## src/rtl/timer_periph.sv

```systemverilog
// Memory-mapped 32-bit timer: prescaled up-counter with compare match,
// optional auto-reload, overflow flag and a level interrupt.
module timer_periph #(
    parameter int unsigned PRESC_W = 16,
    parameter int unsigned ADDR_W  = 12
) (
    input  logic              clk,
    input  logic              rst_n,
    input  logic              cs_timer_n,
    input  logic              we,
    input  logic [ADDR_W-1:0] addr,
    input  logic [31:0]       wdata,
    output logic [31:0]       rdata,
    output logic              irq
);

    localparam logic [2:0] RegCtrl    = 3'd0;
    localparam logic [2:0] RegPresc   = 3'd1;
    localparam logic [2:0] RegCount   = 3'd2;
    localparam logic [2:0] RegCompare = 3'd3;
    localparam logic [2:0] RegStatus  = 3'd4;

    logic               en_q, auto_reload_q, irq_en_q;
    logic [PRESC_W-1:0] presc_q, psc_cnt_q, psc_cnt_d;
    logic [31:0]        count_q, count_d, compare_q;
    logic               match_q, match_d, ovf_q, ovf_d;

    logic       in_range;
    logic [2:0] reg_idx;
    logic       wr, wr_ctrl, wr_presc, wr_count, wr_compare, wr_status;
    logic       tick, set_match, set_ovf;
    logic       unused_bits;

    // Only the first five words are backed; everything above reads as zero.
    assign reg_idx  = addr[4:2];
    assign in_range = (addr[ADDR_W-1:5] == '0) && (reg_idx <= RegStatus);

    assign wr         = !cs_timer_n && we && in_range;
    assign wr_ctrl    = wr && (reg_idx == RegCtrl);
    assign wr_presc   = wr && (reg_idx == RegPresc);
    assign wr_count   = wr && (reg_idx == RegCount);
    assign wr_compare = wr && (reg_idx == RegCompare);
    assign wr_status  = wr && (reg_idx == RegStatus);

    assign tick = en_q && (psc_cnt_q == presc_q);

    // A software COUNT write pre-empts match/overflow evaluation.
    assign set_match = tick && !wr_count && (count_q == compare_q);
    assign set_ovf   = tick && !wr_count && !(count_q == compare_q) && (count_q == 32'hFFFF_FFFF);

    always_comb begin
        psc_cnt_d = psc_cnt_q;
        if (wr_presc || !en_q || tick) begin
            psc_cnt_d = '0;
        end else begin
            psc_cnt_d = psc_cnt_q + 1'b1;
        end
    end

    always_comb begin
        count_d = count_q;
        if (wr_count) begin
            count_d = wdata;
        end else if (tick) begin
            if (set_match && auto_reload_q) begin
                count_d = 32'd0;
            end else begin
                count_d = count_q + 32'd1;
            end
        end
    end

    // Hardware set beats a same-cycle write-1-to-clear.
    assign match_d = set_match | (match_q & ~(wr_status & wdata[0]));
    assign ovf_d   = set_ovf   | (ovf_q   & ~(wr_status & wdata[1]));

    always_ff @(posedge clk or negedge rst_n) begin
        if (!rst_n) begin
            en_q          <= 1'b0;
            auto_reload_q <= 1'b0;
            irq_en_q      <= 1'b0;
            presc_q       <= '0;
            psc_cnt_q     <= '0;
            count_q       <= 32'd0;
            compare_q     <= 32'd0;
            match_q       <= 1'b0;
            ovf_q         <= 1'b0;
        end else begin
            if (wr_ctrl) begin
                en_q          <= wdata[0];
                auto_reload_q <= wdata[1];
                irq_en_q      <= wdata[2];
            end
            if (wr_presc) begin
                presc_q <= wdata[PRESC_W-1:0];
            end
            if (wr_compare) begin
                compare_q <= wdata;
            end
            psc_cnt_q <= psc_cnt_d;
            count_q   <= count_d;
            match_q   <= match_d;
            ovf_q     <= ovf_d;
        end
    end

    always_comb begin
        rdata = 32'd0;
        if (!cs_timer_n && in_range) begin
            unique case (reg_idx)
                RegCtrl:    rdata = {29'd0, irq_en_q, auto_reload_q, en_q};
                RegPresc:   rdata = 32'(presc_q);
                RegCount:   rdata = count_q;
                RegCompare: rdata = compare_q;
                RegStatus:  rdata = {30'd0, ovf_q, match_q};
                default:    rdata = 32'd0;
            endcase
        end
    end

    assign irq = irq_en_q & (match_q | ovf_q);

    assign unused_bits = ^{addr[1:0], wdata};

endmodule

```

## config.mk

```make
export PLATFORM = sky130hd
export DESIGN_NAME = timer_periph
export DESIGN_NICKNAME = d
export VERILOG_FILES = /design/src/rtl/timer_periph.sv
export SDC_FILE = /design/constraint.sdc
export NUM_CORES = 1
export LEC_CHECK = 0
export ABC_AREA = 0
export CAP_MARGIN = 20
export CORE_MARGIN = 2
export CORE_UTILIZATION = 35
export CTS_BUF_LIST = sky130_fd_sc_hd__clkbuf_16
export DETAILED_ROUTE_END_ITERATION = 12
export SETUP_SLACK_MARGIN = 0.1
export SLEW_MARGIN = 20
export SYNTH_ARGS = -nofsm -noshare
export SYNTH_HDL_FRONTEND = slang
export SYNTH_SLANG_ARGS = --single-unit
```

## constraint.sdc

```tcl
create_clock -name clk -period 3.8 [get_ports clk]
set_input_delay 1.14 -clock clk [delete_from_list [all_inputs] [get_ports clk]]
set_output_delay 1.14 -clock clk [all_outputs]
set_load 0.05 [all_outputs]
```

---- Yosys cells after proc, flatten, opt, wreduce, memory -nomap -nowiden ----
Cells that the tools add are included.
Widths: inputs -> output; s select.
cells by class
  equal/unequal tests ..................... 7
  $lt $le $gt $ge ......................... 1
  add/subtract/negate cells ............... 2
  mux-type cells .......................... 6
  bitwise gates (word level) .............. 10
  reductions and logical operators ........ 24
operators by type and width
  operator               number
  $pmux 32 s5            1
  $mux 32                4
  $add 32x1->32 const B  1
  $eq 32x32->1           1
  $eq 32x32->1 const B   1
  $add 16x1->16 const B  1
  $eq 16x16->1           1
  $mux 16                1
  $logic_and 1x1->1      15
  $logic_not 7->1        1
  $eq 3x2->1 const B     2
  $and 1x1->1            5
  $logic_not 1->1        4
  $eq 3x1->1 const B     1
  $eq 3x3->1 const B     1
  $le 3x3->1 const B     1
  $logic_not 3->1        1
  $or 1x1->1             3
  $logic_or 1x1->1       2
  $not 1->1              2
  $reduce_bool 2->1      1
storage, ports and cells
  output and inout bits ................... 33
  logic and storage cells ................. 59
  register bits after elaboration ......... 101
  bits of input ports ..................... 48

---- Longest topological paths before layout ----
Gate-level depths: netlist (run 1).
  depth in word-level cells ............... 11
  gate-level depth with buffers ........... 10
  depth with buffers taken out ............ 7

---- Worst setup path before layout (run 1) ----
Ideal clock, no wire load.
  path kind ............................... input-to-output
  start point ............................. input port addr[2]
  end point ............................... output port rdata[21]
  path slack .............................. -0.316 ns
  required time ........................... 2.660 ns
  stages .................................. 7
  path buffers ............................ 3
  arrival ................................. 2.976 ns
  path through ............................ buf_2 nor2b_1 and2_1 clkbuf_1 clkbuf_1 a22oi_1 nor2_1
on the way
  longest elaborated chain between the ends .. 4
  elaborated cells on any way between the ends .. 10
  classes of those cells .................. order compare: 1; eq/ne: 4; mux: 2; reduce/logical: 3
ends and longest elaborated chain
  element            RTL line  text
  start, declared    11        input logic [ADDR_W-1:0] addr,
  $le 3x3->1         36        assign in_range = (addr[ADDR_W-1:5] == '0) && (reg_idx <= RegStatus);
  $logic_and 1x1->1  36
  $logic_and 1x1->1  109       if (!cs_timer_n && in_range) begin
  $mux 32 (*)        109
  end, declared      13        output logic [31:0] rdata,
Every way passes the cells marked *; elsewhere a longest branch is shown, timed or not.

---- Worst setup path after layout (run 1) ----
  start point ............................. input port addr[2]
  end point ............................... output port rdata[31]
The elaborated chain is that of the path after synthesis.

==> out/metrics.cfg, run 1 <==
[yosys]
yosysUniqueCellTypes = 57
synth_area_leader_cell = dfrtp_1
synth-main-ff-cell = dfrtp_1
synthDominantCellAreaShare_pct = 40.0
ys_top_cells_by_count = 101 x dfrtp_1, 72 x nor2_1, 57 x mux2_2
synth_fp_nets = 729
synthArstFlopShare_pct = 100
synth_edf_count = 0
netlist_instances = 679
yosys_warnings = 0
synth_seq_cells = 101
synth.top_cells.by_area = dfrtp_1 40%, mux2_2 10%, xor2_1 5.4%, a22oi_1 5.0%, nor2_1 4.3%
synth-seq-area-share_pct = 40.0
syn_area_per_cell_um2 = 9.31
synth_most_common_cell = dfrtp_1
synthesis.area_um2 = 6320

[timing]
fin_crit_sh_pct = 96.3
fmax_mhz = 273
drv_slew = 0
rsz0062_at_grt = no
whs_ns = 0.540
hold_viol = 0
setup_viol = 0
period_needed_ns = 3.66
max_slew.worst_pin.slew_ns = 0.769
skew_ns = 0.00900
max-slew-margin-rel_pct = 48.3

[cts]
cts_tree = built
cts_sinks = 101
path_clk_slew_ns = 0.07
clock_latency_ns = 0.36
clock_tree.root_cell = clkbuf_16
clock_path_buffers = 2
h-tree-depth = 3
cts_made_buffers = 9

[critical_path]
worstPathArrival_ns = 2.52
crit_fanout = 10
crit_required_ns = 2.66
crit_type = in -> out
endpoint_kind = output pin
critPathLaunchType = input pin

[final_layout]
area_growth_pct = 36.8
multi_input_area_um2 = 3710
diodes = 0
drive_gt1_share_pct = 29.7
post-route-util_pct = 48.4
fin_cells = 1014
fin_nets = 830
fillers = 1619
seqCellArea_um2 = 2530

[die]
rows = 49
start_util_pct = 35.4
dieArea_um2 = 19100
die_width_um = 138
io_pins = 81
die_h_um = 138
core-area_um2 = 17800

[global_routing]
grt_max_degree = 56
grt_usage_pct = 20.9
grt-ovfl-total = 0
grt_pass1_vias = 5833
antenna_found_initial = 0
grt_pass1_wl_um = 31800

[power]
p_leak_nw = 3.57
vdd.ir_drop.worst_v = 0.000226
pwr-share-clk_pct = 38.5
seqPwrFrac_pct = 47.1
p_int_mw = 1.70
swShare_pct = 28.1
power_density_nw_per_um2 = 274
power_switching_mw = 0.664
p_total_mw = 2.37
p_comb_share_pct = 14.4

[outcome]
outcome = completed

[detailed_routing]
wl_per_cell_um = 19.7
viasPerCell = 5.71
drt_first_iter_violations = 497
totalWireLength_um = 20000
drc = 0
vias = 5793
firstDrtPassIters = 5
final_antenna_net_count = 0

[placed_design]
gp_congestion = 0.852
dp_hpwl_um = 13900
dp.cells = 972
io_buffers = 78

[min_path]
min_path_type = reg -> reg

[job]
maxCapViolations = 0

==> layout by cell type, fill, tap and decap left out, drive strengths merged, types with 23 or more instances in the layout <==
master,netlist,routed
dfrtp,101,101
buf,26,97
nor2,73,73
mux2,59,59
nand2,51,51
a22oi,42,42
xor2,39,39
clkdlybuf4s50,0,34
nand3,33,33
nand4,28,28
inv,25,27
xnor2,23,23
==> state kept, by name (all words and copies together) (netlist names) <==
signal and count:
presc_q 16, en_q 1, auto_reload_q 1, irq_en_q 1
psc_cnt_q 16, ovf_q 1, compare_q 32, match_q 1
count_q 32
==> cells by family after synthesis <==
kind of cell | share of synthesized area (%)
muxes | 10.9
adders and majority gates | 0.396
xor gates and xnor gates | 8.59
AOI/OAI and AO/OA | 14.9
buffers and inverters | 5.37
DFF | 40.0
and+or+nand+nor | 19.9
==> worst paths after layout <==
check	from	end	slack (ns)	depth (start not counted)
min in group asynchronous	rst_n	compare_q[28]	0.84	1
max reg2reg	count_q[12]	count_q[31]	0.95	7
min reg2reg	compare_q[1]	compare_q[1]	0.54	2
max	addr[2]	rdata[31]	0.14	8
max in group asynchronous	rst_n	psc_cnt_q[11]	2.23	2
min	compare_q[1]	compare_q[1]	0.54	2
==> worst max-delay path: stages <==
cell and delay [ns]:
buf_2 0.15, bufbuf_16 0.29, nor3b_4 0.21, buf_12 0.15, buf_12 0.13, a22oi_1 0.07
nor2_1 0.18, clkbuf_16 0.19
==> final cells by class <==
class                   count  share of cell area (%)
multi-input cells         500                    43.0
repair buffers            143                    20.1
clock inverters             7                   0.695
clock buffers               9                    2.61
well taps                 229                    3.31
flip-flops and latches    101                    29.2
inverters                  25                    1.09
==> power groups by stage <==
stage	logic (mW)	registers, mW	clock network (mW)
after floorplan	0.180	1.12	0
after global placement	0.308	1.13	0
after detailed placement	0.315	1.13	0
after CTS	0.330	1.11	0.929
after global routing	0.374	1.12	0.969
final	0.341	1.11	0.911
==> routing by layer <==
metal | part of all wire [%] | track usage (%)
met4 | 2.8 | 7.73
met3 | 6.9 | 5.33
met1 | 43 | 27.9
met2 | 47 | 32.8
met5 | 0 | 0
==> per-stage QoR <==
| stage | instance area (um^2) | setup TNS, ns | worst slack [ns] |
|---|---|---|---|
| floorplan | 6490 | -0.0311 | -0.0104 |
| global placement | 8000 | -4.62 | -0.247 |
| detailed placement | 8000 | -4.52 | -0.247 |
| CTS | 8540 | 0 | 0.0403 |
| global route | 8640 | 0 | 0.0949 |
| finish | 8640 | 0 | 0.139 |
==> what timing repair did <==
| item | 4_1_cts | 5_1_grt |
|---|---|---|
| buffers inserted | 21 | 2 |
| resized for setup | 34 | 28 |
| pin swaps | 7 | 8 |
| hold endpoints to repair | 0 | 0 |
| setup endpoints to repair | 32 | 96 |
| hold buffers | 0 | 0 |
| cloned | 2 | 1 |
Power figures use the tool's default switching activity.
==> run 2, diff against run 1 <==
--- a/config.mk
+++ b/config.mk
@@ -7,11 +7,11 @@
 export LEC_CHECK = 0
 export ABC_AREA = 0
 export CAP_MARGIN = 20
-export CORE_MARGIN = 2
-export CORE_UTILIZATION = 35
+export CORE_MARGIN = 5
+export CORE_UTILIZATION = 25
 export CTS_BUF_LIST = sky130_fd_sc_hd__clkbuf_16
 export DETAILED_ROUTE_END_ITERATION = 12
-export SETUP_SLACK_MARGIN = 0.1
+export SETUP_SLACK_MARGIN = 0.05
 export SLEW_MARGIN = 20
 export SYNTH_ARGS = -nofsm -noshare
 export SYNTH_HDL_FRONTEND = slang
==> run 2 against run 1 <==
Utilization decreased by 14 points. Die area up 49%. Worst setup slack worse by 0.061 ns. Critical path depth fell by 1.
==> out/metrics.cfg, run 2 (same netlist as run 1, synthesis figures left out) <==
[placed_design]
dp.cells = 1078  ; was 972
gp_congestion = 0.878  ; was 0.852
dp_hpwl_um = 14600  ; was 13,900 um
pre_cts_ws_ns = -0.300  ; was -0.247 ns
io_buffers = 78  ; unchanged

[die]
die_h_um = 169  ; was 138 um
io_pins = 81  ; unchanged
rows = 58  ; was 49
dieArea_um2 = 28600  ; was 19,100 um^2
start_util_pct = 25.2  ; was 35.4%
core-area_um2 = 25000  ; was 17,800 um^2
die_width_um = 169  ; was 138 um

[cts]
clock_latency_ns = 0.37  ; was 0.36 ns
clock_path_buffers = 2  ; unchanged
path_clk_slew_ns = 0.07  ; about the same
h-tree-depth = 3  ; unchanged
cts_tree = built  ; unchanged
cts_sinks = 101  ; unchanged
cts_made_buffers = 9  ; unchanged
clock_tree.root_cell = clkbuf_16  ; unchanged

[critical_path]
cp_top_family = simple AND/OR/NAND/NOR gates  ; was buffers and inverters
r2r_start = count_q[12]  ; unchanged
crit_type = in -> out  ; unchanged
rr_endpoint = count_q[7]  ; was count_q[31]
cp_cell_sequence = clkdlybuf4s15_1 -> nor4_4 -> nand3_1 -> or2_4 -> buf_12 -> nor2_4 -> buf_12  ; was buf_2 -> bufbuf_16 -> nor3b_4 -> buf_12 -> buf_12 -> a22oi_1 -> nor2_1 -> clkbuf_16
rrSetupSlack_ns = 1.06  ; was 0.95 ns
cp_num_buf_inv = 3  ; was 5
critPathLaunchType = input pin  ; unchanged
slowest_stage = or2_4  ; was bufbuf_16
crit_required_ns = 2.66  ; about the same
crit_fanout = 6  ; was 10
critical-path-max-stage-delay_ns = 0.33  ; was 0.29 ns
endpoint_kind = output pin  ; unchanged
worstPathArrival_ns = 2.58  ; was 2.52 ns
crit_top_cell = buf_12  ; unchanged
reg2reg_depth = 8  ; was 7

[global_routing]
grt_pass1_vias = 5661  ; was 5,833
grt-ovfl-total = 0  ; unchanged
antenna_found_initial = 0  ; unchanged
grt_pass1_wl_um = 32100  ; was 31,800 um
grt_usage_pct = 14.1  ; was 20.9%
grt_max_degree = 56  ; unchanged

[timing]
fin_crit_sh_pct = 98.0  ; was 96.3%
skew_ns = 0.0123  ; was 0.00900 ns
period_needed_ns = 3.72  ; was 3.66 ns
fmax_mhz = 269  ; was 273 MHz
fin_tns_setup_ns = 0  ; unchanged
max-slew-margin-rel_pct = 47.7  ; was 48.3%
drv_slew = 0  ; unchanged
fin_ws_ns = 0.0775  ; was 0.139 ns
max_slew.worst_pin.slew_ns = 0.779  ; was 0.769 ns
rsz0062_at_grt = yes  ; was no
hold_viol = 0  ; unchanged
setup_viol = 0  ; unchanged
whs_ns = 0.521  ; was 0.540 ns

[detailed_routing]
drc = 0  ; unchanged
totalWireLength_um = 20200  ; was 20,000 um
final_antenna_net_count = 0  ; unchanged
wl_per_cell_um = 18.3  ; was 19.7 um
vias = 5640  ; was 5,793
viasPerCell = 5.09  ; was 5.71
drt_first_iter_violations = 551  ; was 497
firstDrtPassIters = 6  ; was 5

[min_path]
worstHoldPathCells = 2  ; unchanged
hp-start = compare_q[1]  ; unchanged
min_path_type = reg -> reg  ; unchanged
worstHoldEndpoint = compare_q[1]  ; unchanged

[final_layout]
fin_nets = 823  ; was 830
diodes = 0  ; unchanged
reg_top3 = compare_q x32, count_q x32  ; unchanged
drive_gt1_share_pct = 28.3  ; was 29.7%
final_cell_mix = 101 x dfrtp_1, 57 x mux2_2, 51 x nand2_1  ; was 101 x dfrtp_1, 57 x mux2_2, 52 x buf_4
fin_cells = 1108  ; was 1,014
area_growth_pct = 38.4  ; was 36.8%
final_common_cell = dfrtp_1  ; unchanged

[outcome]
outcome = completed  ; unchanged

[power]
power_density_nw_per_um2 = 291  ; was 274 nW/um^2
vdd.ir_drop.worst_v = 0.000242  ; was 0.000226 V
p_leak_nw = 3.54  ; was 3.57 nW

[job]
maxCapViolations = 0  ; unchanged

==> run 2: report_power, final <==
| group | switching (mW) | internal (mW) | leakage, nW |
|---|---|---|---|
| logic | 0.181 | 0.157 | 2.12 |
| clock network | 0.442 | 0.648 | 0.168 |
| registers | 0.0249 | 1.09 | 1.25 |
| total | 0.648 | 1.89 | 3.54 |
==> run 2: cell type report <==
type                    instances  area, um^2
flip-flops and latches        101        2530
repair buffers                136        1670
multi-input cells             500        3690
well taps                     330         413
clock inverters                 7         120
inverters                      25        93.8
clock buffers                   9         225
fillers                      2502       16300
==> run 2: worst register-to-register path, cell delays in order (launching register included) <==
cell,delay (ns)
dfrtp_1,0.46
xor2_1,0.18
nor4_1,0.41
nand4_1,0.22
or3_1,0.56
buf_4,0.30
nand3_1,0.16
buf_4,0.17
o311ai_0,0.13
==> run 2: routing by layer <==
metal | global-route usage (%) | vias up | wire, um
met2 | 21.6 | 192 | 9130
met1 | 20.2 | 2764 | 9430
met5 | 0 | - | 0
met4 | 3.40 | 0 | 396
met3 | 3.43 | 23 | 1280
li1 | - | 2661 | -
==> run 2: timing repair <==
action	CTS	global route
gates cloned	1	1
hold buffers	0	0
setup endpoints to repair	32	78
resized for setup	34	16
pin swaps	5	4
buffers inserted	11	1
hold endpoints to repair	0	0
==> run 2: how the worst max path moves through the flow <==
stage               startpoint         end  cells after the start
floorplan              addr[2]   rdata[16]                      6
detailed placement    addr[10]    rdata[7]                      7
CTS                    addr[8]   rdata[14]                      7
global route        cs_timer_n  count_q[3]                     20
global placement      addr[10]    rdata[8]                      7
finish                 addr[7]   rdata[14]                      7
==> run 2: per-stage QoR <==
step	instance area [um^2]	power, mW	utilization [%]
after floorplan	6460	1.30	-
after global placement	8140	1.45	32.5
after detailed placement	8140	1.45	32.5
final	8740	2.54	34.9
after global routing	8740	2.64	34.9
after CTS	8650	2.55	34.5
==> run 3, diff against run 2 <==
--- a/config.mk
+++ b/config.mk
@@ -6,7 +6,7 @@
 export NUM_CORES = 1
 export LEC_CHECK = 0
 export ABC_AREA = 0
-export CAP_MARGIN = 20
+export CAP_MARGIN = 30
 export CORE_MARGIN = 5
 export CORE_UTILIZATION = 25
 export CTS_BUF_LIST = sky130_fd_sc_hd__clkbuf_16
==> results of run 3 <==
The final DEF is identical to that of run 2; final timing and power are the same.
